[src/rtl/mem_bus_arbiter_if.sv]
// Bus bundle for mem_bus_arbiter: core and program-loader request ports plus the memory port.
// slave is the arbiter's view, master is the environment's view (requesters and memory).
interface mem_bus_arbiter_if #(
    parameter int unsigned AW = 32
);
    logic          core_req;
    logic          core_we;
    logic [AW-1:0] core_addr;
    logic [31:0]   core_wdata;
    logic [31:0]   core_rdata;
    logic          core_ready;

    logic          ldr_req;
    logic          ldr_we;
    logic [AW-1:0] ldr_addr;
    logic [31:0]   ldr_wdata;
    logic [31:0]   ldr_rdata;
    logic          ldr_ready;

    logic          mem_en;
    logic          mem_we;
    logic [AW-1:0] mem_addr;
    logic [31:0]   mem_wdata;
    logic [31:0]   mem_rdata;

    modport slave (
        input  core_req, core_we, core_addr, core_wdata,
        output core_rdata, core_ready,
        input  ldr_req, ldr_we, ldr_addr, ldr_wdata,
        output ldr_rdata, ldr_ready,
        output mem_en, mem_we, mem_addr, mem_wdata,
        input  mem_rdata
    );

    modport master (
        output core_req, core_we, core_addr, core_wdata,
        input  core_rdata, core_ready,
        output ldr_req, ldr_we, ldr_addr, ldr_wdata,
        input  ldr_rdata, ldr_ready,
        input  mem_en, mem_we, mem_addr, mem_wdata,
        output mem_rdata
    );
endinterface

[src/rtl/mem_bus_arbiter.sv]
// Two-port (core / program loader) arbiter onto one fixed-latency memory port.
// Define ARB_ROUND_ROBIN_EN for round-robin arbitration; otherwise the loader has fixed priority.
module mem_bus_arbiter #(
    parameter int unsigned MEM_LAT = 2,
    parameter int unsigned AW      = 32
) (
    input logic              clk,
    input logic              rst,
    mem_bus_arbiter_if.slave bus
);
    typedef enum logic [1:0] {StIdle, StBusy, StDone} state_e;

    state_e        state;
    logic [3:0]    cnt;
    logic          grant_ldr;
`ifdef ARB_ROUND_ROBIN_EN
    logic          last_grant_ldr;
`endif

    logic          pick_ldr;
    logic          pick_we;
    logic [AW-1:0] pick_addr;
    logic [31:0]   pick_wdata;

    always_comb begin
`ifdef ARB_ROUND_ROBIN_EN
        // On a tie the port that did not win last time is served.
        pick_ldr = bus.ldr_req && (!bus.core_req || !last_grant_ldr);
`else
        pick_ldr = bus.ldr_req;
`endif
        pick_we    = pick_ldr ? bus.ldr_we    : bus.core_we;
        pick_addr  = pick_ldr ? bus.ldr_addr  : bus.core_addr;
        pick_wdata = pick_ldr ? bus.ldr_wdata : bus.core_wdata;
    end

    always_ff @(posedge clk) begin
        if (rst) begin
            state          <= StIdle;
            cnt            <= '0;
            grant_ldr      <= 1'b0;
            bus.mem_en     <= 1'b0;
            bus.mem_we     <= 1'b0;
            bus.mem_addr   <= '0;
            bus.mem_wdata  <= '0;
            bus.core_ready <= 1'b0;
            bus.ldr_ready  <= 1'b0;
            bus.core_rdata <= '0;
            bus.ldr_rdata  <= '0;
`ifdef ARB_ROUND_ROBIN_EN
            last_grant_ldr <= 1'b1;
`endif
        end else begin
            bus.core_ready <= 1'b0;
            bus.ldr_ready  <= 1'b0;
            unique case (state)
                StIdle: begin
                    if (bus.core_req || bus.ldr_req) begin
                        grant_ldr     <= pick_ldr;
                        bus.mem_en    <= 1'b1;
                        bus.mem_we    <= pick_we;
                        bus.mem_addr  <= pick_addr;
                        bus.mem_wdata <= pick_wdata;
                        cnt           <= 4'(MEM_LAT - 1);
                        state         <= StBusy;
`ifdef ARB_ROUND_ROBIN_EN
                        last_grant_ldr <= pick_ldr;
`endif
                    end
                end
                StBusy: begin
                    if (cnt == '0) begin
                        bus.mem_en <= 1'b0;
                        state      <= StDone;
                        if (grant_ldr) begin
                            bus.ldr_ready <= 1'b1;
                        end else begin
                            bus.core_ready <= 1'b1;
                        end
                        // Writes leave the winner's read-data register untouched.
                        if (!bus.mem_we) begin
                            if (grant_ldr) begin
                                bus.ldr_rdata <= bus.mem_rdata;
                            end else begin
                                bus.core_rdata <= bus.mem_rdata;
                            end
                        end
                    end else begin
                        cnt <= cnt - 4'd1;
                    end
                end
                StDone: begin
                    state <= StIdle;
                end
                default: begin
                    state <= StIdle;
                end
            endcase
        end
    end
endmodule

[src/flat_wrapper.sv]
// flat-port wrapper written by rule: the top's interface ports become plain ports
module mem_bus_arbiter_flat 
#(
    parameter int unsigned MEM_LAT = 2,
    parameter int unsigned AW      = 32
)
  (clk, rst, bus_core_req, bus_core_we, bus_core_addr, bus_core_wdata, bus_core_rdata, bus_core_ready, bus_ldr_req, bus_ldr_we, bus_ldr_addr, bus_ldr_wdata, bus_ldr_rdata, bus_ldr_ready, bus_mem_en, bus_mem_we, bus_mem_addr, bus_mem_wdata, bus_mem_rdata);
  mem_bus_arbiter_if #(.AW(AW)) bus_i ();
  input logic clk;
  input logic rst;
  input wire logic [$bits(bus_i.core_req)-1:0] bus_core_req;
  input wire logic [$bits(bus_i.core_we)-1:0] bus_core_we;
  input wire logic [$bits(bus_i.core_addr)-1:0] bus_core_addr;
  input wire logic [$bits(bus_i.core_wdata)-1:0] bus_core_wdata;
  output wire logic [$bits(bus_i.core_rdata)-1:0] bus_core_rdata;
  output wire logic [$bits(bus_i.core_ready)-1:0] bus_core_ready;
  input wire logic [$bits(bus_i.ldr_req)-1:0] bus_ldr_req;
  input wire logic [$bits(bus_i.ldr_we)-1:0] bus_ldr_we;
  input wire logic [$bits(bus_i.ldr_addr)-1:0] bus_ldr_addr;
  input wire logic [$bits(bus_i.ldr_wdata)-1:0] bus_ldr_wdata;
  output wire logic [$bits(bus_i.ldr_rdata)-1:0] bus_ldr_rdata;
  output wire logic [$bits(bus_i.ldr_ready)-1:0] bus_ldr_ready;
  output wire logic [$bits(bus_i.mem_en)-1:0] bus_mem_en;
  output wire logic [$bits(bus_i.mem_we)-1:0] bus_mem_we;
  output wire logic [$bits(bus_i.mem_addr)-1:0] bus_mem_addr;
  output wire logic [$bits(bus_i.mem_wdata)-1:0] bus_mem_wdata;
  input wire logic [$bits(bus_i.mem_rdata)-1:0] bus_mem_rdata;
  assign bus_i.core_req = bus_core_req;
  assign bus_i.core_we = bus_core_we;
  assign bus_i.core_addr = bus_core_addr;
  assign bus_i.core_wdata = bus_core_wdata;
  assign bus_core_rdata = bus_i.core_rdata;
  assign bus_core_ready = bus_i.core_ready;
  assign bus_i.ldr_req = bus_ldr_req;
  assign bus_i.ldr_we = bus_ldr_we;
  assign bus_i.ldr_addr = bus_ldr_addr;
  assign bus_i.ldr_wdata = bus_ldr_wdata;
  assign bus_ldr_rdata = bus_i.ldr_rdata;
  assign bus_ldr_ready = bus_i.ldr_ready;
  assign bus_mem_en = bus_i.mem_en;
  assign bus_mem_we = bus_i.mem_we;
  assign bus_mem_addr = bus_i.mem_addr;
  assign bus_mem_wdata = bus_i.mem_wdata;
  assign bus_i.mem_rdata = bus_mem_rdata;
  mem_bus_arbiter #(.MEM_LAT(MEM_LAT), .AW(AW)) u_core (.clk(clk), .rst(rst), .bus(bus_i));
endmodule
[config.mk]
export PLATFORM = sky130hd
export DESIGN_NAME = mem_bus_arbiter_flat
export DESIGN_NICKNAME = d
export VERILOG_FILES = /design/src/rtl/mem_bus_arbiter_if.sv /design/src/rtl/mem_bus_arbiter.sv /design/src/flat_wrapper.sv
export SDC_FILE = /design/constraint.sdc
export NUM_CORES = 1
export LEC_CHECK = 0
export ABC_AREA = 0
export BUFFER_PORTS_ARGS = -buffer_cell sky130_fd_sc_hd__buf_4
export CAP_MARGIN = 20
export CORE_ASPECT_RATIO = 1.75
export CORE_MARGIN = 5
export CORE_UTILIZATION = 51
export CTS_BUF_LIST = sky130_fd_sc_hd__clkbuf_8
export CTS_CLUSTER_DIAMETER = 200
export DETAILED_ROUTE_END_ITERATION = 10
export GPL_TIMING_DRIVEN = 0
export PLACE_DENSITY = 0.95
export SKIP_CTS_REPAIR_TIMING = 1
export SLEW_MARGIN = 30
export SYNTH_ARGS = -nofsm -noshare
export SYNTH_HDL_FRONTEND = slang
export SYNTH_SLANG_ARGS = --single-unit
[constraint.sdc]
create_clock -name clk -period 6.39 [get_ports clk]
set_clock_uncertainty 0.05 [all_clocks]
set_input_delay 1.278 -clock clk [delete_from_list [all_inputs] [get_ports clk]]
set_output_delay 1.278 -clock clk [all_outputs]
set_load 0.02 [all_outputs]
==> results.cfg, run 1 <==
[cts]
clk_pin_slew_ns = 0.09
clkLatencyLatePin_ns = 0.43
htreeDepth = 4
cts_root_buf = clkbuf_8
cts_buffers = 17
cts_tree = done
cts.sinks = 139
clock_path_buffers = 2

[die]
die-area_mm2 = 0.01361
num_io_pins = 298
rows = 51
die_w_um = 90.35
coreArea_mm2 = 0.01110
start_util = 0.5189
die_y_um = 150.6

[min_path]
hold_class = flip-flop to flip-flop
hold_end = u_core.bus.ldr_rdata[17]
holdPathStages = 2
hp-start = u_core.bus.ldr_rdata[17]

[route]
drc = 0
drtPass1Iterations = 4
drt-initial-drc-count = 192
ant_nets = 0
routed-via-count = 5784
wl_um = 19310
wl_per_cell_um = 18.37
via_per_inst = 5.503

[yosys]
syn-num-nets = 759
syn_area_mm2 = 0.005762
synth_edf_count = 0
ys_ff_latch = 139
synthFlopType = dfxtp_1
post_synth.cell_area_avg_um2 = 9.733
yosysSeqAreaShare = 0.4830
ys_async_sr_fraction = 0
synth_cells = 592
ys_types = 36
yosysWarningCount = 0

[layout]
final_cell_mix = buf_4 (296), dfxtp_1 (139), mux2i_1 (129)
post-route-util = 0.7682
drive_above_1_share = 0.3743
fin_area_mm2 = 0.008529
antenna_cells = 0
nNetsFinal = 1073
final_common_cell = buf_4
syn2layout_area_growth_pct = 48.03

[critical_path]
worst-r2r-cell-count = 7
reg2reg_setup_slack_ns = 3.98
r2r_end = u_core.bus.ldr_rdata[24]
r2r_start = u_core.cnt[0]
worstPathRequired_ns = 6.70
cp_max_fo = 10
worstPathArrival_ns = 2.98
crit_path_start_kind = input pin
critPathKind = input pin to flip-flop
end_kind = flip-flop

[grt]
grt_pass1_vias = 6026
grt_usage = 0.2726
grt_start_max_net_pins = 17
overflow = 0
grt_pass1_wl_um = 29770
antenna_found_initial = 0

[place]
dpl-instance-area_mm2 = 0.008142
dp_hpwl_um = 15610
gp_congestion = 0.8907
numPortBuffers = 295

[timing]
drv_slew = 0
tns_ns = 0
min_period_over_period = 0.4177
period_minus_slack_ns = 2.669
finalSetupViolCount = 0
whs_ns = 0.4130
final_hold_viol_count = 0
worst_pin_slew_ns = 0.7238
rsz0062_at_grt = false
max_slew_margin = 0.5175
max_clock_freq_mhz = 374.7

[power_and_ir_drop]
clkPwrFrac = 0.300
finalPower_uw = 2307
swShare = 0.3311
power_density_mw_per_mm2 = 270.5
p_leak_uw = 0.004080
switchingPower_uw = 764.0
pwr-share-seq = 0.434
p_int_uw = 1544
ir_drop_mv = 0.2122
comb_power_share = 0.265

[run_status]
outcome = completed

[job]
maxCapViolations = 0
power by group through the flow:
| stage | Sequential [µW] | Clock (µW) | Combinational [µW] |
|---|---|---|---|
| after floorplan | 1110 | 0 | 236 |
| after global placement | 1010 | 0 | 597 |
| after detailed placement | 1020 | 0 | 611 |
| after CTS | 1000 | 702 | 613 |
| after global routing | 1010 | 743 | 655 |
| final | 1000 | 693 | 612 |
worst max-delay path, stage by stage:
cell and delay [ns]:
clkbuf_1 0.29, inv_2 0.24, clkbuf_1 0.43, clkbuf_1 0.47, nand2_1 0.12, mux2i_1 0.15
per-layer routing:
metal	vias to the layer above	share of wire	global-route usage
met2	265	0.56	0.5356
li1	2746	-	-
met5	-	0	0
met3	37	0.069	0.07400
met1	2736	0.34	0.2675
met4	0	0.024	0.09985
state kept, by name, indices dropped and copies added (netlist names):
signal and count:
u_core.bus.mem_addr 32, u_core.grant_ldr 1, u_core.bus.core_rdata 32, u_core.bus.ldr_rdata 32, u_core.bus.mem_en 1, u_core.bus.ldr_ready 1
u_core.bus.core_ready 1, u_core.bus.mem_wdata 32, u_core.bus.mem_we 1, u_core.state 2, u_core.cnt 4
cell usage after synthesis (all sizes together) (3+ instances only):
cell type | count | share of area
inv | 4 | 0.0026
buf | 15 | 0.016
nor2 | 3 | 0.0020
clkbuf | 41 | 0.027
a31oi | 3 | 0.0033
nand2 | 100 | 0.065
nor4 | 3 | 0.0033
a21oi | 67 | 0.058
a211oi | 65 | 0.085
dfxtp | 139 | 0.48
mux2i | 129 | 0.22
cell families after synthesis:
| logic type | after synthesis | share of synthesized area |
|---|---|---|
| muxes | 129 | 0.2241 |
| DFF | 139 | 0.4830 |
| adders and majority gates | 1 | 0.002171 |
| buffers and inverters | 60 | 0.04560 |
| and+or+nand+nor | 122 | 0.09056 |
| AOI/OAI and AO/OA | 141 | 0.1546 |
how the worst max path moves through the flow:
stage                start                        to  slack, ns  cells past startpoint
3_5_place_dp           rst  u_core.bus.core_rdata[9]       3.27                      6
4_1_cts                rst  u_core.bus.core_rdata[9]       3.76                      6
2_1_floorplan  bus_ldr_req    u_core.bus.mem_addr[0]       3.81                      5
5_1_grt                rst  u_core.bus.core_rdata[9]       3.60                      6
6_report               rst  u_core.bus.core_rdata[9]       3.72                      6
3_3_place_gp           rst         u_core.bus.mem_en       3.32                      5
final cells by class:
cell class / instances / area [µm²]
repair buffers: 295 / 2215
clock buffers: 17 / 234.0
multi-input cells: 393 / 2716
fillers: 738 / 2574
well taps: 132 / 165.2
clock inverters: 15 / 153.9
inverters: 4 / 15.01
plain buffers: 56 / 247.7
flip-flops and latches: 139 / 2783
per-stage QoR:
step	std cells	setup WS [ns]
after floorplan	592	3.808
after global placement	1019	3.316
after detailed placement	1019	3.266
after CTS	1051	3.758
after global routing	1051	3.600
final	1051	3.721
Power figures use the tool's default switching activity.
==> inputs of run 2 (changes only) <==
- CORE_UTILIZATION: 51 -> 42
- PLACE_DENSITY: 0.95 -> 0.84
- clock period: 6.39 -> 2.43 ns (I/O delays scaled with it)
==> results.cfg, run 2 (synthesis results as in run 1) <==
[run_status]
outcome = completed

[power_and_ir_drop]
p_leak_uw = 0.004077
ir_drop_mv = 0.3905
swShare = 0.3343
comb_power_share = 0.267
pwr-share-seq = 0.440
p_int_uw = 3960
switchingPower_uw = 1989
clkPwrFrac = 0.293
power_density_mw_per_mm2 = 694.7

[place]
dp_hpwl_um = 15020
gp_congestion = 0.8237
numPortBuffers = 295

[min_path]
hold_class = input pin to flip-flop
hold_end = u_core.bus.ldr_rdata[14]
holdPathStages = 3
hp-start = bus_mem_rdata[14]

[critical_path]
worstPathArrival_ns = 2.54
worst-r2r-cell-count = 8
r2r_start = u_core.cnt[0]
critPathKind = flip-flop to flip-flop
cp_max_fo = 10
r2r_end = u_core.bus.core_rdata[11]
worstPathRequired_ns = 2.74
end_kind = flip-flop
crit_path_start_kind = flip-flop
reg2reg_setup_slack_ns = 0.20

[timing]
whs_ns = 0.2828
rsz0062_at_grt = false
period_minus_slack_ns = 2.233
min_period_over_period = 0.9188
tns_ns = 0
max_clock_freq_mhz = 447.9
worst_pin_slew_ns = 0.7681
drv_slew = 0
finalSetupViolCount = 0
final_hold_viol_count = 0
max_slew_margin = 0.4879

[grt]
grt_usage = 0.2184
overflow = 0
antenna_found_initial = 0
grt_pass1_vias = 5563
grt_pass1_wl_um = 28170
grt_start_max_net_pins = 17

[cts]
cts_buffers = 17
clock_path_buffers = 2
clkLatencyLatePin_ns = 0.42
htreeDepth = 4
cts_tree = done
clk_pin_slew_ns = 0.09
cts_root_buf = clkbuf_8
cts.sinks = 139

[die]
die-area_mm2 = 0.01625
start_util = 0.4283
coreArea_mm2 = 0.01345
die_w_um = 98.54
rows = 56
num_io_pins = 298
die_y_um = 164.9

[route]
ant_nets = 0
drc = 0
via_per_inst = 5.059
drt-initial-drc-count = 144
routed-via-count = 5530
drtPass1Iterations = 4
wl_per_cell_um = 17.03
wl_um = 18610

[layout]
final_common_cell = buf_4
syn2layout_area_growth_pct = 48.62
final_cell_mix = buf_4 (296), dfxtp_1 (139), mux2i_1 (129)
nNetsFinal = 1073
drive_above_1_share = 0.3754
antenna_cells = 0

[job]
maxCapViolations = 0
==> run 2: how the worst max path moves through the flow <==
stage	start	endpoint	slack [ns]
3_3_place_gp	bus_ldr_req	u_core.bus.mem_addr[23]	0.05
3_5_place_dp	bus_ldr_req	u_core.bus.mem_addr[23]	0.06
6_report	u_core.cnt[0]	u_core.bus.core_rdata[11]	0.20
4_1_cts	u_core.cnt[0]	u_core.bus.ldr_rdata[24]	0.08
2_1_floorplan	u_core.cnt[0]	u_core.bus.core_rdata[21]	0.40
5_1_grt	u_core.cnt[0]	u_core.bus.core_rdata[13]	0.005
==> run 2: cell type report <==
class	instances	area, µm²
Fill cell	1160	4890
Timing Repair Buffer	295	2215
Tap cell	174	217.7
Clock buffer	17	234.0
Multi-Input combinational cell	393	2721
Sequential cell	139	2783
Inverter	4	15.01
Clock inverter	15	127.6
Buffer	56	250.2
==> run 2: layer usage <==
| layer | up-vias | routed length [µm] | track usage |
|---|---|---|---|
| met1 | 2560 | 6598 | 0.2236 |
| met4 | 0 | 449 | 0.07644 |
| met3 | 27 | 1211 | 0.05664 |
| met5 | - | 0 | 0 |
| met2 | 200 | 10350 | 0.4214 |
| li1 | 2743 | - | - |
==> run 2: power groups by stage <==
stage	Combinational, µW	Clock [µW]	Sequential, µW
after global placement	1580	0	2660
after floorplan	621	0	2910
after global routing	1710	1890	2650
after detailed placement	1600	0	2670
final	1590	1740	2620
after CTS	1600	1780	2620
==> run 2: critical path: stages, from the launching register on <==
cell,delay (ns)
dfxtp_1,0.32
inv_1,0.08
ha_1,0.21
or3b_1,0.34
buf_2,0.16
nor4_1,0.24
clkbuf_4,0.30
buf_4,0.26
mux2i_1,0.21
==> run 2: per-stage QoR <==
step | cell area, µm² | util | instances | power [µW] | worst slack [ns]
6_report | 8563 | 0.6365 | 1093 | 5949 | 0.1973
5_1_grt | 8563 | 0.6365 | 1093 | 6258 | 0.005345
4_1_cts | 8556 | 0.6360 | 1093 | 6007 | 0.07590
3_5_place_dp | 8194 | 0.6091 | 1061 | 4272 | 0.06213
2_1_floorplan | 5762 | - | 592 | 3530 | 0.3967
3_3_place_gp | 8194 | 0.6091 | 1061 | 4242 | 0.04919
